===== src/rtl/port_r_pair_buffer_pkg.sv =====
// Shared packing definitions for read-result pairs.
// The serializer and the pair buffer both use these to agree on the pair layout.
// Pair layout, LSB first: slot1 data, slot1 valid, slot2 data, slot2 valid.
// The all-invalid pair is encoded as all zeros.
package port_r_pair_buffer_pkg;

    // Next-value source for the presented pair on each edge.
    typedef enum logic [1:0] {
        SelHold,    // freeze asserted: keep the presented pair
        SelPop,     // load the FIFO head
        SelBypass,  // FIFO empty: load the compacted incoming pair directly
        SelIdle     // nothing available: present the all-invalid pair
    } pair_sel_e;

    // Every bit of the all-invalid pair takes this value.
    localparam logic PAIR_INVALID_FILL = 1'b0;

    function automatic int unsigned pair_w(input int unsigned width);
        return 2 * (width + 1);
    endfunction

    function automatic int unsigned slot1_data_lo(input int unsigned width);
        return 0 * width;
    endfunction

    function automatic int unsigned slot1_valid_bit(input int unsigned width);
        return width;
    endfunction

    function automatic int unsigned slot2_data_lo(input int unsigned width);
        return width + 1;
    endfunction

    function automatic int unsigned slot2_valid_bit(input int unsigned width);
        return 2 * width + 1;
    endfunction

endpackage


===== src/rtl/port_r_pair_fifo.sv =====
// Synchronous FIFO of DEPTH packed pairs.
// Ports:
//   clk, reset_n   clock and asynchronous active-low reset
//   push, wdata    enqueue one pair (ignored when full unless popping on the same edge)
//   pop, rdata     dequeue the head; rdata shows the head combinationally from storage
//   count          pairs held
//   full, empty    decoded from count
module port_r_pair_fifo #(
    parameter int unsigned DEPTH  = 4,
    parameter int unsigned PAIR_W = 18
) (
    input  logic                       clk,
    input  logic                       reset_n,
    input  logic                       push,
    input  logic [PAIR_W-1:0]          wdata,
    input  logic                       pop,
    output logic [PAIR_W-1:0]          rdata,
    output logic [$clog2(DEPTH+1)-1:0] count,
    output logic                       full,
    output logic                       empty
);
    localparam int unsigned PTR_W = $clog2(DEPTH);
    localparam int unsigned CNT_W = $clog2(DEPTH + 1);

    logic [PAIR_W-1:0] mem [DEPTH];
    logic [PTR_W-1:0]  wptr_q, rptr_q;
    logic [CNT_W-1:0]  count_q;
    logic              do_push, do_pop;

    assign full  = (count_q == CNT_W'(DEPTH));
    assign empty = (count_q == '0);

    // Push into a full FIFO is legal only when the head leaves on the same edge.
    assign do_pop  = pop && !empty;
    assign do_push = push && (!full || do_pop);

    assign rdata = mem[rptr_q];
    assign count = count_q;

    // Storage needs no reset; pointers and count define what is live.
    always_ff @(posedge clk) begin
        if (do_push) begin
            mem[wptr_q] <= wdata;
        end
    end

    // Pointers are exactly PTR_W bits so they wrap on their own with DEPTH a power of two.
    always_ff @(posedge clk or negedge reset_n) begin
        if (!reset_n) begin
            wptr_q  <= '0;
            rptr_q  <= '0;
            count_q <= '0;
        end else begin
            if (do_push) wptr_q <= wptr_q + PTR_W'(1);
            if (do_pop)  rptr_q <= rptr_q + PTR_W'(1);
            case ({do_push, do_pop})
                2'b10:   count_q <= count_q + CNT_W'(1);
                2'b01:   count_q <= count_q - CNT_W'(1);
                default: count_q <= count_q;
            endcase
        end
    end

endmodule


===== src/rtl/port_r_pair_buffer.sv =====
// Registered staging buffer feeding the read-port serializer.
// Compacts each bank pair so a lone valid entry sits in slot 1, queues pairs in a FIFO,
// and presents them on registered entry1/entry2 outputs that advance only when
// freeze_inputs is low.
// Ports:
//   clk, reset_n                   clock and asynchronous active-low reset
//   in1_*, in2_*                   bank read results, one pair per cycle, cannot stall
//   freeze_inputs                  serializer hold request
//   entry1_*, entry2_*             presented pair (registered)
//   in_ready                       FIFO not full (advisory)
//   occupancy                      pairs queued behind the presented pair
//   overflow                       sticky: an incoming pair was dropped
module port_r_pair_buffer
    import port_r_pair_buffer_pkg::*;
#(
    parameter int unsigned WIDTH = 8,
    parameter int unsigned DEPTH = 4
) (
    input  logic                       clk,
    input  logic                       reset_n,
    input  logic [WIDTH-1:0]           in1_data,
    input  logic                       in1_valid,
    input  logic [WIDTH-1:0]           in2_data,
    input  logic                       in2_valid,
    input  logic                       freeze_inputs,
    output logic [WIDTH-1:0]           entry1_data,
    output logic                       entry1_valid,
    output logic [WIDTH-1:0]           entry2_data,
    output logic                       entry2_valid,
    output logic                       in_ready,
    output logic [$clog2(DEPTH+1)-1:0] occupancy,
    output logic                       overflow
);
    localparam int unsigned PAIR_W = pair_w(WIDTH);
    localparam int unsigned S1D_LO = slot1_data_lo(WIDTH);
    localparam int unsigned S1V    = slot1_valid_bit(WIDTH);
    localparam int unsigned S2D_LO = slot2_data_lo(WIDTH);
    localparam int unsigned S2V    = slot2_valid_bit(WIDTH);

    localparam logic [PAIR_W-1:0] PAIR_INVALID = {PAIR_W{PAIR_INVALID_FILL}};

    logic [PAIR_W-1:0] in_pair;
    logic              in_any;
    logic [PAIR_W-1:0] head_pair;
    logic              fifo_full, fifo_empty;
    logic              fifo_push;
    logic              drop;
    pair_sel_e         sel;
    logic [PAIR_W-1:0] pres_d, pres_q;
    logic              overflow_q;

    // Compaction: a lone valid entry always lands in slot 1; invalid slots carry zero data.
    always_comb begin
        in_pair = PAIR_INVALID;
        in_any  = in1_valid || in2_valid;
        if (in1_valid) begin
            in_pair[S1D_LO +: WIDTH] = in1_data;
            in_pair[S1V]             = 1'b1;
            if (in2_valid) begin
                in_pair[S2D_LO +: WIDTH] = in2_data;
                in_pair[S2V]             = 1'b1;
            end
        end else if (in2_valid) begin
            in_pair[S1D_LO +: WIDTH] = in2_data;
            in_pair[S1V]             = 1'b1;
        end
    end

    // Each unfrozen edge consumes the presented pair; queued pairs take priority over bypass.
    always_comb begin
        if (freeze_inputs)    sel = SelHold;
        else if (!fifo_empty) sel = SelPop;
        else if (in_any)      sel = SelBypass;
        else                  sel = SelIdle;
    end

    always_comb begin
        pres_d = pres_q;
        unique case (sel)
            SelHold:   pres_d = pres_q;
            SelPop:    pres_d = head_pair;
            SelBypass: pres_d = in_pair;
            SelIdle:   pres_d = PAIR_INVALID;
            default:   pres_d = pres_q;
        endcase
    end

    // Full with a pop on the same edge still accepts the new pair.
    assign fifo_push = in_any && (sel != SelBypass) && (!fifo_full || sel == SelPop);
    assign drop      = in_any && fifo_full && (sel != SelPop);

    port_r_pair_fifo #(
        .DEPTH  (DEPTH),
        .PAIR_W (PAIR_W)
    ) u_fifo (
        .clk     (clk),
        .reset_n (reset_n),
        .push    (fifo_push),
        .wdata   (in_pair),
        .pop     (sel == SelPop),
        .rdata   (head_pair),
        .count   (occupancy),
        .full    (fifo_full),
        .empty   (fifo_empty)
    );

    always_ff @(posedge clk or negedge reset_n) begin
        if (!reset_n) begin
            pres_q     <= PAIR_INVALID;
            overflow_q <= 1'b0;
        end else begin
            pres_q <= pres_d;
            if (drop) overflow_q <= 1'b1;
        end
    end

    assign entry1_data  = pres_q[S1D_LO +: WIDTH];
    assign entry1_valid = pres_q[S1V];
    assign entry2_data  = pres_q[S2D_LO +: WIDTH];
    assign entry2_valid = pres_q[S2V];
    assign in_ready     = !fifo_full;
    assign overflow     = overflow_q;

endmodule


===== config.mk =====
export PLATFORM = sky130hd
export DESIGN_NAME = port_r_pair_buffer
export DESIGN_NICKNAME = d
export VERILOG_FILES = /design/src/rtl/port_r_pair_buffer_pkg.sv /design/src/rtl/port_r_pair_fifo.sv /design/src/rtl/port_r_pair_buffer.sv
export SDC_FILE = /design/constraint.sdc
export NUM_CORES = 1
export LEC_CHECK = 0
export CAP_MARGIN = 20
export CORE_MARGIN = 2
export CORE_UTILIZATION = 55
export CTS_CLUSTER_DIAMETER = 80
export CTS_CLUSTER_SIZE = 8
export DETAILED_ROUTE_END_ITERATION = 6
export PLACE_DENSITY = 0.86
export SYNTH_ARGS = -nofsm -noshare
export SYNTH_HDL_FRONTEND = slang
export SYNTH_SLANG_ARGS = --single-unit

===== constraint.sdc =====
create_clock -name clk -period 2.6 [get_ports clk]
set_input_delay 0.26 -clock clk [delete_from_list [all_inputs] [get_ports clk]]
set_output_delay 0.26 -clock clk [all_outputs]
set_load 0.03 [all_outputs]

==> results.yml, run 1 <==
run_status:
  status: "completed"
synthesis:
  synthDistinctLibCells: 33
  synth_seq_cells: 98
  synth_cells: 239
  yosysSeqAreaShare_pct: 69.2
  syn_area_mm2: 0.00406
  avgSynthCellArea_um2: 17.0
  yosysWarnings: 0
  syn_nets: 266
placed_design:
  port_buffers: 43
  place_area_mm2: 0.00465
  globalplace.congestion: 0.754
  post-place-ws_ns: 0.289
  placed_cells: 383
  hpwl_um: 5400
clock_network:
  post_cts_resized: 0
  cts_tree: "done"
  cts.sinks: 98
  clock_path_buffers: 2
  clk_latency_ns: 0.36
  clkTransAtPathRegs_ns: 0.09
  cts_made_buffers: 9
  ctsHoldBuffers: 0
  cts-root-buf: "clkbuf_8"
  htree_levels: 3
  postCtsSetupRepairBufs: 0
floorplanning:
  boundaryPins: 44
  die_area_mm2: 0.00809
  die_h_um: 89.9
  rows: 31
  die_w_um: 89.9
  core_area_mm2: 0.00721
  start_util_pct: 56.3
grt:
  grt_pass1_wl_um: 13800
  grt_max_degree: 27
  grt_overflow: 0
  grt_usage_pct: 22.6
  grt_pass1_vias: 2564
  antenna_found_initial: 0
sta:
  slew_viol_final: 0
  rsz0062_at_grt: "false"
  setup-violations-final: 0
  layout_setup_ws_ns: 0.557
  period_share_pct: 78.6
  tns_ns: 0
  max_slew_margin_pct: 47.8
  holdWs_ns: 0.302
  period_needed_ns: 2.04
  fmax_mhz: 489
  finalHoldViolations: 0
  max_slew.worst_pin.slew_ns: 0.783
  skew_ns: 0.0127
pwr:
  power.density_mw_per_mm2: 1160
  cellLeakagePower_nw: 1.83
  combPwrFrac_pct: 39.6
  p_sw_share_pct: 34.3
  p_sw_mw: 1.92
  vdd_ir_drop_max_uv: 971
  clkPwrFrac_pct: 15.8
  p_int_mw: 3.67
  pwr-share-seq_pct: 44.6
  finalPower_mw: 5.59
drt:
  via_per_inst: 5.99
  drt_wl_total_um: 8370
  drcViolationCount: 0
  num_vias: 2389
  firstDrtPassIters: 4
  drt_iter0_drc: 301
  ant_nets: 0
  wl_per_cell_um: 21.0
cells_and_area:
  area_growth_pct: 18.8
  fillers: 487
  fin_util_pct: 66.9
  antenna_cells: 0
  finish.net_count: 322
  final_cell_count_no_fill: 399
  drive_above_1_share_pct: 20.0
  final_area_mm2: 0.00483
setup_path:
  cp_data_arrival_time_ns: 2.34
  end_kind: "flop"
  critical_path.max_fanout: 18
  worstPathRequired_ns: 2.90
  crit_type: "reg2reg"
  startpoint_type: "flop"
min_path:
  min_path_type: "in2async"
run:
  cap_violations: 0
## layer usage
layer | track usage [%] | wire length, um
met1 | 28.8 | 3240
met2 | 38.1 | 4420
met3 | 6.71 | 582
met4 | 6.67 | 127
met5 | 0 | 0
## critical path: stages (launching register included)
cell     delay (ns)
dfrtp_1        0.48
or3_1          0.72
nor3_4         0.55
a221o_1        0.23
## final timing paths
path	depth (start not counted)	end	slack [ns]	from
worst max register to register	3	pres_q[7]$_DFFE_PN0P_	0.56	u_fifo.count[2]$_DFFE_PN0P_
worst min register to register	1	overflow$_DFFE_PN0P_	0.48	overflow$_DFFE_PN0P_
worst min-delay path	2	pres_q[7]$_DFFE_PN0P_	0.30	reset_n
worst max-delay path	3	pres_q[7]$_DFFE_PN0P_	0.56	u_fifo.count[2]$_DFFE_PN0P_
min in group clk	1	overflow$_DFFE_PN0P_	0.48	overflow$_DFFE_PN0P_
max in group asynchronous	2	u_fifo.wptr_q[0]$_DFFE_PN0P_	1.99	reset_n
## state kept, by name (all words and copies together) (netlist names)
name,count
u_fifo.count,3
u_fifo.wptr_q,2
u_fifo.mem,72
u_fifo.rptr_q,2
overflow,1
pres_q,18
## cells by family (layout without fill, tap and decap cells)
| family | after synthesis | count (layout) | share of synthesized area (%) |
|---|---|---|---|
| multiplexers | 20 | 20 | 10.6 |
| adder cells (fa/ha/maj) | 6 | 6 | 2.03 |
| flip-flops | 98 | 98 | 69.2 |
| XOR/XNOR | 7 | 7 | 1.51 |
| buffers and inverters | 23 | 84 | 3.14 |
| AO/OA/AOI/OAI | 22 | 22 | 4.84 |
| AND/OR/NAND/NOR | 63 | 63 | 8.65 |
## power by group through the flow
stage               Clock (mW)  Combinational [mW]  Sequential, mW
global placement             0                2.18            2.49
global route             0.952                2.38            2.54
CTS                      0.896                2.23            2.49
finish                   0.883                2.21            2.49
detailed placement           0                2.23            2.53
floorplan                    0                1.19            2.78
## cells in the mapped netlist, drive strengths merged
cell type / number / share of area [%]
o21ai: 1 / 0.12
nand2: 11 / 1.0
mux2i: 1 / 0.25
dfrtp: 26 / 16
xnor2: 4 / 0.86
clkbuf: 6 / 0.55
nor2: 4 / 0.37
or3: 1 / 0.15
nor3: 2 / 0.65
mux4: 18 / 10
a2bb2oi: 1 / 0.22
ha: 5 / 1.5
inv: 8 / 0.74
fa: 1 / 0.49
and3: 17 / 2.8
a41o: 1 / 0.28
a22o: 7 / 1.5
a21oi: 2 / 0.25
and2: 5 / 0.77
nor2b: 1 / 0.15
a221o: 10 / 2.5
edfxtp: 72 / 53
xor2: 3 / 0.65
mux2: 1 / 0.28
buf: 9 / 1.8
nand3: 22 / 2.7
## cell usage in the layout, fill, tap and decap left out, types with 4 or more instances in the layout
cell type / Yosys / routed
clkbuf_8: 0 / 10
a221o_1: 10 / 10
nand2_1: 11 / 11
xnor2_1: 4 / 4
nand3_1: 22 / 22
a22o_1: 7 / 7
and3_2: 7 / 7
ha_1: 5 / 5
clkdlybuf4s50_1: 0 / 43
and3_1: 10 / 10
edfxtp_1: 72 / 72
inv_1: 8 / 8
and2_1: 5 / 5
mux4_2: 17 / 17
nor2_1: 4 / 4
buf_4: 1 / 17
dfrtp_1: 26 / 26
## final cells by class
class                      count  area, um^2  area share (%)
sequential                    98        2810            58.3
multi-input combinational    118        1120            23.3
timing repair buffer          60         558            11.6
clock buffer                  11         141            2.93
tap                           99         124            2.57
clock inverter                 5        38.8           0.804
inverter                       8        30.0           0.622
Note: power is estimated with default switching activity, not from simulation.
==> run 2: changes to the inputs <==
Clock period 2.6 ns to 2 ns, I/O delays scaled along.
==> run 2 against run 1 <==
Against the previous run:
- die area unchanged
- sequential cell count unchanged
- register-to-register slack got worse by 0.44 ns
- global-route usage is 0.32 points higher
- setup slack worse by 0.47 ns
- hold slack worse by 0.081 ns
- sequential power up 32%
- final cell count increased by 2.3%
- clock power rose by 29%
- sequential share of layout area fell by 1.8 points
- power increased by 35%
- clock-buffer cell count shrank 2
- critical endpoint is now in_ready
- largest cell class unchanged
- largest power group unchanged
==> results.yml, run 2 (synthesized netlist as in run 1, its figures left out) <==
run_status:
  status: "completed"
drt:
  drcViolationCount: 0
  drt_wl_total_um: 8630
  ant_nets: 0
  wl_per_cell_um: 21.2
  via_per_inst: 5.91
  firstDrtPassIters: 4
  drt_iter0_drc: 201
  num_vias: 2412
run:
  cap_violations: 0
grt:
  grt_max_degree: 27
  grt_pass1_vias: 2535
  antenna_found_initial: 0
  grt_overflow: 0
  grt_usage_pct: 22.9
  grt_pass1_wl_um: 13800
sta:
  layout_setup_ws_ns: 0.0887
  slew_viol_final: 0
  skew_ns: 0.00973
  period_needed_ns: 1.91
  period_share_pct: 95.6
  fmax_mhz: 523
  setup-violations-final: 0
  holdWs_ns: 0.222
  max_slew.worst_pin.slew_ns: 0.612
  finalHoldViolations: 0
  max_slew_margin_pct: 59.2
pwr:
  cellLeakagePower_nw: 1.89
  p_int_mw: 4.92
  vdd_ir_drop_max_uv: 1020
  pwr-share-seq_pct: 43.6
  p_sw_mw: 2.61
  power.density_mw_per_mm2: 1510
  clkPwrFrac_pct: 15.1
  combPwrFrac_pct: 41.3
  p_sw_share_pct: 34.7
setup_path:
  critical_path.max_fanout: 6
  crit_type: "reg2out"
  startpoint: "u_fifo.count[2]$_DFFE_PN0P_"
  rr_worst_depth: 9
  worstPathRequired_ns: 1.80
  slowest_stage: "clkdlybuf4s50_1"
  r2r-start: "u_fifo.count[2]$_DFFE_PN0P_"
  path_cells: "buf_4, nand2_1, clkdlybuf4s50_1"
  cp_data_arrival_time_ns: 1.71
  end_kind: "output pin"
  r2r_slack_ns: 0.12
  startpoint_type: "flop"
  r2r-end: "u_fifo.count[2]$_DFFE_PN0P_"
  slowest_delay_ns: 0.66
cells_and_area:
  antenna_cells: 0
  finish.net_count: 331
  top_register: "u_fifo.mem"
  area_growth_pct: 22.7
  fin_util_pct: 69.1
  largest_reg_flops: 72
  drive_above_1_share_pct: 24.3
  final_area_mm2: 0.00498
  layout_common_cells: "72 x edfxtp_1, 43 x clkdlybuf4s50_1, 23 x dfrtp_1"
  final_common_cell: "edfxtp_1"
floorplanning:
  boundaryPins: 44
  start_util_pct: 56.3
  die_area_mm2: 0.00809
  die_w_um: 89.9
  rows: 31
  core_area_mm2: 0.00721
  die_h_um: 89.9
clock_network:
  ctsHoldBuffers: 0
  cts-root-buf: "clkbuf_8"
  cts_tree: "done"
  clkTransAtPathRegs_ns: 0.10
  cts.sinks: 98
  htree_levels: 3
  clk_latency_ns: 0.36
  cts_made_buffers: 9
  clock_path_buffers: 2
placed_design:
  hpwl_um: 5620
  globalplace.congestion: 0.754
  place_area_mm2: 0.00478
  port_buffers: 43
  post-place-ws_ns: -0.126
min_path:
  min_path_type: "in2async"
==> run 2: cell types whose count changed in the layout (fill, tap and decap cells not counted), moves of 2 or more <==
cell,delta
dfrtp_1,-3
clkinv_1,+2
buf_4,+4
buf_12,+5
dfrtp_2,+3
inv_6,+2
==> run 2: what timing repair did <==
action / 4_1_cts / 5_1_grt
setup buffers: 0 / 2
resized for setup: 0 / 3
setup endpoints to repair: 0 / 2
endpoints found under the hold margin: 0 / 0
==> run 2: layout make-up <==
cell class	instances	area, um^2
inverter	8	30.0
sequential	98	2820
timing repair buffer	69	688
multi-input combinational	118	1150
tap	99	124
clock buffer	9	124
fill	491	2230
clock inverter	7	51.3
==> run 2: worst max-delay path: cells and delay by family (launching register included) <==
kind	cells	cell delay, ns
buffers and inverters	2	0.82
DFF	1	0.48
and+or+nand+nor	1	0.05
==> run 2: routing by layer <==
metal | GRT usage [%] | wire length, um
met5 | 0 | 0
met3 | 5.87 | 559
met2 | 38.8 | 4520
met4 | 6.92 | 116
met1 | 29.6 | 3440
==> run 2: worst max-delay path by stage <==
stage,endpoint,slack [ns],cells past startpoint
after floorplan,u_fifo.count[2]$_DFFE_PN0P_,0.02,10
after global placement,u_fifo.count[2]$_DFFE_PN0P_,-0.05,11
after detailed placement,u_fifo.count[2]$_DFFE_PN0P_,-0.13,11
after CTS,u_fifo.count[2]$_DFFE_PN0P_,0.03,9
after global routing,u_fifo.count[2]$_DFFE_PN0P_,-0.006,9
final,in_ready,0.09,3
==> run 2: power groups by stage <==
stage	clock network [mW]	registers, mW	logic (mW)
6_report	1.14	3.29	3.11
5_1_grt	1.24	3.35	3.31
4_1_cts	1.17	3.28	3.09
3_5_place_dp	0	3.32	3.08
3_3_place_gp	0	3.26	2.99
2_1_floorplan	0	3.63	1.58
==> run 2: stage by stage <==
stage,cells,power [mW],setup TNS (ns)
final,408,7.54,0
after global routing,408,7.90,-0.00605
after CTS,406,7.54,0
after detailed placement,390,6.40,-0.130
after global placement,390,6.26,-0.0516
after floorplan,239,5.21,0
